**src/rtl/pdm_capture.sv**
```systemverilog
// Stereo PDM microphone front end: generates the mic clock, captures the
// shared data line on both phases and reports per-frame ones-counts for the
// left and right channels through a valid/ready holding register.
module pdm_capture #(
  parameter int unsigned DIV   = 16,
  parameter int unsigned DEC   = 64,
  parameter int unsigned OUT_W = 7
) (
  input  logic             clk,
  input  logic             reset,
  input  logic             enable,
  input  logic             pdm_data,
  output logic             pdm_clk,
  output logic [OUT_W-1:0] pcm_left,
  output logic [OUT_W-1:0] pcm_right,
  output logic             pcm_valid,
  input  logic             pcm_ready,
  output logic             overrun
);

  localparam int unsigned      HC_W    = $clog2(DIV);
  localparam logic [HC_W-1:0]  HC_LAST = HC_W'(DIV - 1);
  localparam logic [OUT_W-1:0] FC_LAST = OUT_W'(DEC - 1);

  logic [1:0]       sync_q;
  logic [HC_W-1:0]  hc;
  logic [OUT_W-1:0] fc;
  logic [OUT_W-1:0] acc_l;
  logic [OUT_W-1:0] acc_r;

  logic             bit_c;
  logic             tick_c;
  logic             cap_l_c;
  logic             cap_r_c;
  logic             complete_c;
  logic [OUT_W-1:0] sum_l_c;
  logic [OUT_W-1:0] sum_r_c;

  assign bit_c = sync_q[1];

  // Capture strobes: a capture happens on the last count of each half period;
  // the bit goes to left while pdm_clk is high, to right while it is low.
  always_comb begin
    tick_c     = 1'b0;
    cap_l_c    = 1'b0;
    cap_r_c    = 1'b0;
    complete_c = 1'b0;
    sum_l_c    = acc_l + OUT_W'(bit_c);
    sum_r_c    = acc_r + OUT_W'(bit_c);
    if (enable && (hc == HC_LAST)) begin
      tick_c     = 1'b1;
      cap_l_c    = pdm_clk;
      cap_r_c    = ~pdm_clk;
      complete_c = ~pdm_clk && (fc == FC_LAST);
    end
  end

  // Two-flop synchronizer for the asynchronous data line.
  always_ff @(posedge clk or negedge reset) begin
    if (!reset) begin
      sync_q <= 2'b00;
    end else begin
      sync_q <= {sync_q[0], pdm_data};
    end
  end

  // Clock divider, frame counter and channel accumulators; disabling drops any partial frame.
  always_ff @(posedge clk or negedge reset) begin
    if (!reset) begin
      hc      <= '0;
      pdm_clk <= 1'b0;
      fc      <= '0;
      acc_l   <= '0;
      acc_r   <= '0;
    end else if (!enable) begin
      hc      <= '0;
      pdm_clk <= 1'b0;
      fc      <= '0;
      acc_l   <= '0;
      acc_r   <= '0;
    end else if (tick_c) begin
      hc      <= '0;
      pdm_clk <= ~pdm_clk;
      if (cap_l_c) begin
        acc_l <= sum_l_c;
      end else if (complete_c) begin
        fc    <= '0;
        acc_l <= '0;
        acc_r <= '0;
      end else if (cap_r_c) begin
        fc    <= fc + OUT_W'(1);
        acc_r <= sum_r_c;
      end
    end else begin
      hc <= hc + HC_W'(1);
    end
  end

  // Output holding register: load a finished frame when free or being accepted, else drop it and flag overrun.
  always_ff @(posedge clk or negedge reset) begin
    if (!reset) begin
      pcm_left  <= '0;
      pcm_right <= '0;
      pcm_valid <= 1'b0;
      overrun   <= 1'b0;
    end else begin
      overrun <= 1'b0;
      if (complete_c) begin
        if (!pcm_valid || pcm_ready) begin
          pcm_valid <= 1'b1;
          pcm_left  <= acc_l;
          pcm_right <= sum_r_c;
        end else begin
          overrun <= 1'b1;
        end
      end else if (pcm_valid && pcm_ready) begin
        pcm_valid <= 1'b0;
      end
    end
  end

endmodule
```
**config.mk**
```make
export PLATFORM = sky130hd
export DESIGN_NAME = pdm_capture
export DESIGN_NICKNAME = d
export VERILOG_FILES = /design/src/rtl/pdm_capture.sv
export SDC_FILE = /design/constraint.sdc
export NUM_CORES = 1
export LEC_CHECK = 0
export ABC_AREA = 1
export CORE_UTILIZATION = 50
export CTS_CLUSTER_SIZE = 25
export DETAILED_ROUTE_END_ITERATION = 10
export PLACE_DENSITY = 0.75
export SYNTH_ARGS = -nofsm -noshare
export SYNTH_HDL_FRONTEND = slang
export SYNTH_SLANG_ARGS = --single-unit
```
**constraint.sdc**
```tcl
create_clock -name clk -period 1.46 [get_ports clk]
set_input_delay 0.292 -clock clk [delete_from_list [all_inputs] [get_ports clk]]
set_output_delay 0.292 -clock clk [all_outputs]
set_load 0.05 [all_outputs]
```
Yosys cells after proc, flatten, opt, wreduce, memory -nomap -nowiden
Cells that the tools add are included.
- flip-flop bits (word level): 44
- input bits: 5
- output and inout bits: 17
- word-level logic and storage cells: 59
- $add $sub $neg: 4
- equal/unequal tests: 7
- mux-type cells: 27
- bitwise gates (word level): 1
- reductions and logical operators: 10
- operators with widths (operator ; count):
    7-bit 2-to-1 mux ; 14
    7-bit by 1-bit adder with 7-bit output ; 2
    1-bit 2-to-1 mux ; 11
    4-bit 2-to-1 mux ; 2
    7-bit by 1-bit adder with 7-bit output, second input constant ; 1
    7-bit by 6-bit equality test with 1-bit output, second input constant ; 1
    3-bit by 1-bit inequality test with 1-bit output, second input constant ; 2
    2-bit AND reduction ; 3
    4-bit by 1-bit adder with 4-bit output, second input constant ; 1
    4-bit equality test, second input constant ; 1
    2-bit by 1-bit inequality test with 1-bit output, second input constant ; 2
    1-bit logical AND ; 3
    3-bit AND reduction ; 1
    2-bit inequality test, second input constant ; 1
    2-bit nonzero test ; 1
    1-bit zero test ; 1
    1-bit logical OR ; 1
    1-bit NOT ; 1

Logic depth before layout (Yosys ltp)
- depth in word-level cells: 8
- depth in mapped cells: 9
- gate-level depth less buffers: 8

Least setup slack after synthesis
OpenSTA, ideal clock, no wires.
- path kind: flip-flop to flip-flop
- from: reg pdm_clk
- to: reg acc_r[3]
- setup time: 0.083 ns
- data arrival time: 1.394 ns
- data required time: 1.377 ns
- path slack: -0.016 ns
- stages on the path, launching flop included: 10
- buffers on the path: 1
- clock period less this slack: 1.476 ns
- path through: dfrtp_1 -> inv_1 -> nand2_1 -> inv_1 -> nand2_2 -> nand2_1 -> inv_2 -> buf_6 -> nand2_1 -> o21ai_0
- word-level cells in the longest chain between the ends: 7
- elaborated cells on any way between the ends: 12
- those cells by class: 2 x eq/ne; 7 x mux; 1 x bitwise; 2 x reduce/logical
- ends and longest elaborated chain (element ; line ; RTL):
    start: declaration ; 13 ; output logic pdm_clk,
    start signal: assignment ; 83 ; pdm_clk <= ~pdm_clk;
    1-bit NOT ; 53, 54 ;
    1-bit logical AND ; 54 ; complete_c = ~pdm_clk && (fc == FC_LAST);
    1-bit 2-to-1 mux ; 50 ; if (enable && (hc == HC_LAST)) begin
    7-bit 2-to-1 mux ; 86 ; end else if (complete_c) begin
    7-bit 2-to-1 mux ; 84 ; if (cap_l_c) begin
    7-bit 2-to-1 mux ; 81 ; end else if (tick_c) begin
    7-bit 2-to-1 mux ; 75 ; end else if (!enable) begin
    end signal: assignment ; 92 ; acc_r <= sum_r_c;
    end: declaration ; 29 ; logic [OUT_W-1:0] acc_r;
Parallel ways exist; a longest one is shown, timed or not. The select of a mux whose other input is x is not followed.
A chain may end at the register's enable or synchronous reset.

Worst setup path in the final report
- from: reg hc[0]
- to: reg pcm_right[3]
- word-level cells in the longest chain between the ends: 4
- ends and longest elaborated chain (element ; line ; RTL):
    start: declaration ; 26 ; logic [HC_W-1:0] hc;
    start signal: assignment ; 95 ; hc <= hc + HC_W'(1);
    4-bit equality test ; 50 ;
    1-bit logical AND ; 50 ;
    1-bit 2-to-1 mux ; 50 ;
    2-bit AND reduction (no line) ; - ;
    end signal: assignment ; 112 ; pcm_right <= sum_r_c;
    end: declaration ; 15 ; output logic [OUT_W-1:0] pcm_right,
Every way passes these cells.

==> results.json <==
{
  "status": "finished clean",
  "place_congestion": 0.828,
  "grt_busiest_layer": "met2",
  "yosysTopAreaCell": "dfrtp_1",
  "die_h_um": 66.5,
  "powerDensity_nw_per_um2": 727,
  "netlist_area_um2": 2080,
  "grt_pass1_vias": 1486,
  "yosysWarnings": 0,
  "clk_latency_ns": 0.29,
  "setup_ws_ns": 0.0919,
  "drc": 0,
  "num_io_pins": 22,
  "crit_chain": "ha_2 > nand3_4 > nor2_4 > nand3_2 > buf_12 > nand2_1 > o21ai_2",
  "grt_pass1_wl_um": 6460,
  "yosysUniqueCellTypes": 20,
  "startpoint": "hc[0]$_DFF_PN0_",
  "synthToLayoutAreaGrowth_pct": 33.7,
  "dp_hpwl_um": 2810,
  "cp-end-kind": "register",
  "power.total_mw": 2.02,
  "die-area_um2": 4430,
  "nets": 296,
  "rrSetupSlack_ns": 0.09,
  "routed_via_density": 4.98,
  "holdCritPathClass": "reg -> reg",
  "crit_fanout": 21,
  "p_leak_nw": 1.39,
  "drt-total-wl_um": 3780,
  "h-tree-depth": 2,
  "num_vias": 1668,
  "first_pass_iters": 4,
  "required_ns": 1.63,
  "synth-seq-cells": 44,
  "synth_cells": 242,
  "antenna_found_initial": 0,
  "reg2reg_from": "hc[0]$_DFF_PN0_",
  "synth_top_area_share_pct": 52.9,
  "crit_arrival_ns": 1.54,
  "track_usage_pct": 19.7,
  "gr-usage-met2_pct": 32.1,
  "finalSetupViolations": 0,
  "grt_use_met3_pct": 4.28,
  "peakVddDrop_mv": 0.475,
  "endpoint": "pcm_right[3]$_DFFE_PN0P_",
  "grt_max_degree": 29,
  "drv_slew": 0,
  "instances_no_fill": 335,
  "final_util_pct": 69.6,
  "cts_buffer_depth": 2,
  "crit_type": "reg -> reg",
  "ant_nets": 0,
  "worst_pin_slew_ns": 0.405,
  "dp.cells": 324,
  "critPathLaunchType": "register",
  "synth-seq-area-share_pct": 52.9,
  "rows": 23,
  "dpl_worst_slack_ns": -0.124,
  "grt_util_met1_pct": 25.6,
  "portBuffers": 21,
  "cts-root-buf": "clkbuf_8",
  "synth_top_cells_by_area": "dfrtp_1 53%, nand2_1 19%, nand3_1 3.8%, inv_1 3.8%, ha_1 3.6%",
  "drive_gt1_share_pct": 23.5,
  "cpPeakStageDelay_ns": 0.37,
  "regToRegEndpoint": "pcm_right[3]$_DFFE_PN0P_",
  "r2r_cells": 7,
  "avgSynthCellArea_um2": 8.60,
  "drt_iter0_drc": 73,
  "clock_skew_ns": 0.00304,
  "hold_viol": 0,
  "max_freq_mhz": 731,
  "cap_violations": 0,
  "synth_nets": 253,
  "n_antenna_cell": 0,
  "numClockSinks": 44,
  "cts_tree": "yes",
  "coreArea_um2": 4000,
  "numCtsBuffers": 5,
  "period_needed_ns": 1.37,
  "die_x_um": 66.5,
  "grt-ovfl-total": 0,
  "fin_crit_sh_pct": 93.7,
  "critPathSlowestCell": "dfrtp_1",
  "slew_headroom_pct": 73.0,
  "clkSlewWorstSetupHoldPaths_ns": 0.07,
  "start_util_pct": 52.0,
  "post_drt_wl_per_cell_um": 11.3,
  "tns_ns": 0
}
-- through the flow --
step / hold WS [ns] / cell area, um2
2_1_floorplan: -0.00359 / 2080
3_3_place_gp: 0.240 / 2620
3_5_place_dp: 0.245 / 2620
4_1_cts: 0.388 / 2720
5_1_grt: 0.399 / 2780
6_report: 0.382 / 2780
-- per-layer routing --
metal	vias up	part of all wire (%)
li1	844	-
met1	787	48
met2	31	48
met5	-	0
met4	0	1.5
met3	6	3.0
-- state kept, by name, indices dropped and copies added (netlist names) --
register	cells
acc_r	7
overrun	1
pcm_right	7
acc_l	7
fc	7
hc	4
pcm_valid	1
pcm_left	7
pdm_clk	1
sync_q	2
-- final cells by class --
cell class                      instances  area [um2]
Tap cell                               50        62.6
Sequential cell                        44        1100
Clock inverter                          1        5.00
Timing Repair Buffer                   39         538
Inverter                               22        87.6
Clock buffer                            6        72.6
Multi-Input combinational cell        173         915
Fill cell                             300        1220
-- logic make-up (layout without fill, tap and decap cells) --
logic type	count (synthesis)	count (layout)	share of synthesized area, %
AO/OA/AOI/OAI	20	20	6.07
XOR/XNOR	6	6	2.52
adder cells (fa/ha/maj)	6	6	3.61
buffers and inverters	25	68	5.59
flip-flops	44	44	52.9
AND/OR/NAND/NOR	141	141	29.3
-- synth_stat cells --
| library cell | number |
|---|---|
| a21oi_1 | 2 |
| inv_1 | 21 |
| xor2_1 | 5 |
| nor2_1 | 10 |
| o21ai_2 | 7 |
| nor2_2 | 1 |
| nand4_1 | 1 |
| nor3_2 | 1 |
| xnor2_1 | 1 |
| nand2_2 | 2 |
| inv_2 | 1 |
| nor2_4 | 3 |
| dfrtp_1 | 44 |
| ha_1 | 6 |
| nand3_1 | 16 |
| buf_6 | 3 |
| nand2_1 | 103 |
| nand3_2 | 3 |
| o21ai_0 | 11 |
| nand3b_1 | 1 |
-- placed cells by master (no fill, tap or decap), drive strengths merged --
| cell | instances |
|---|---|
| a21oi | 2 |
| nand3 | 19 |
| buf | 35 |
| dlygate4sd3 | 1 |
| nand4 | 1 |
| clkdlybuf4s50 | 3 |
| ha | 6 |
| nor2 | 14 |
| clkbuf | 6 |
| nand2 | 105 |
| o21ai | 18 |
| nor3 | 1 |
| inv | 21 |
| xor2 | 5 |
| nand3b | 1 |
| dfrtp | 44 |
| xnor2 | 1 |
| clkinv | 2 |
-- worst max-delay path: cells and delay by family, from the launching register on --
| kind | cells | cell delay, ns |
|---|---|---|
| simple gates | 4 | 0.43 |
| compound gates | 1 | 0.06 |
| flops | 1 | 0.37 |
| buf+inv | 1 | 0.17 |
| fa+ha+maj | 1 | 0.23 |
-- where the power goes --
part	internal, mW	leakage (nW)	switching, mW
Clock	0.325	0.0410	0.376
Sequential	1.23	0.606	0.00754
Combinational	0.0343	0.739	0.0518
Total	1.59	1.39	0.436
-- repair_timing --
action | CTS | global route
buffers inserted | 0 | 3
hold buffers | 1 | 0
hold endpoints to repair | 16 | 0
cloned | 0 | 0
endpoints found under the setup margin | 2 | 34
gates resized for setup | 2 | 10
pin swaps | 0 | 1
-- how the worst min path moves through the flow --
stage / start / end / slack (ns) / cells past startpoint
after CTS: sync_q[0]$_DFF_PN0_ / sync_q[1]$_DFF_PN0_ / 0.39 / 0
final: sync_q[0]$_DFF_PN0_ / sync_q[1]$_DFF_PN0_ / 0.38 / 0
after global routing: sync_q[0]$_DFF_PN0_ / sync_q[1]$_DFF_PN0_ / 0.40 / 0
after global placement: reset / acc_l[5]$_DFFE_PN0P_ / 0.24 / 1
after detailed placement: reset / acc_l[5]$_DFFE_PN0P_ / 0.24 / 1
after floorplan: reset / acc_l[0]$_DFFE_PN0P_ / -0.004 / 0
Power figures use the tool's default switching activity.
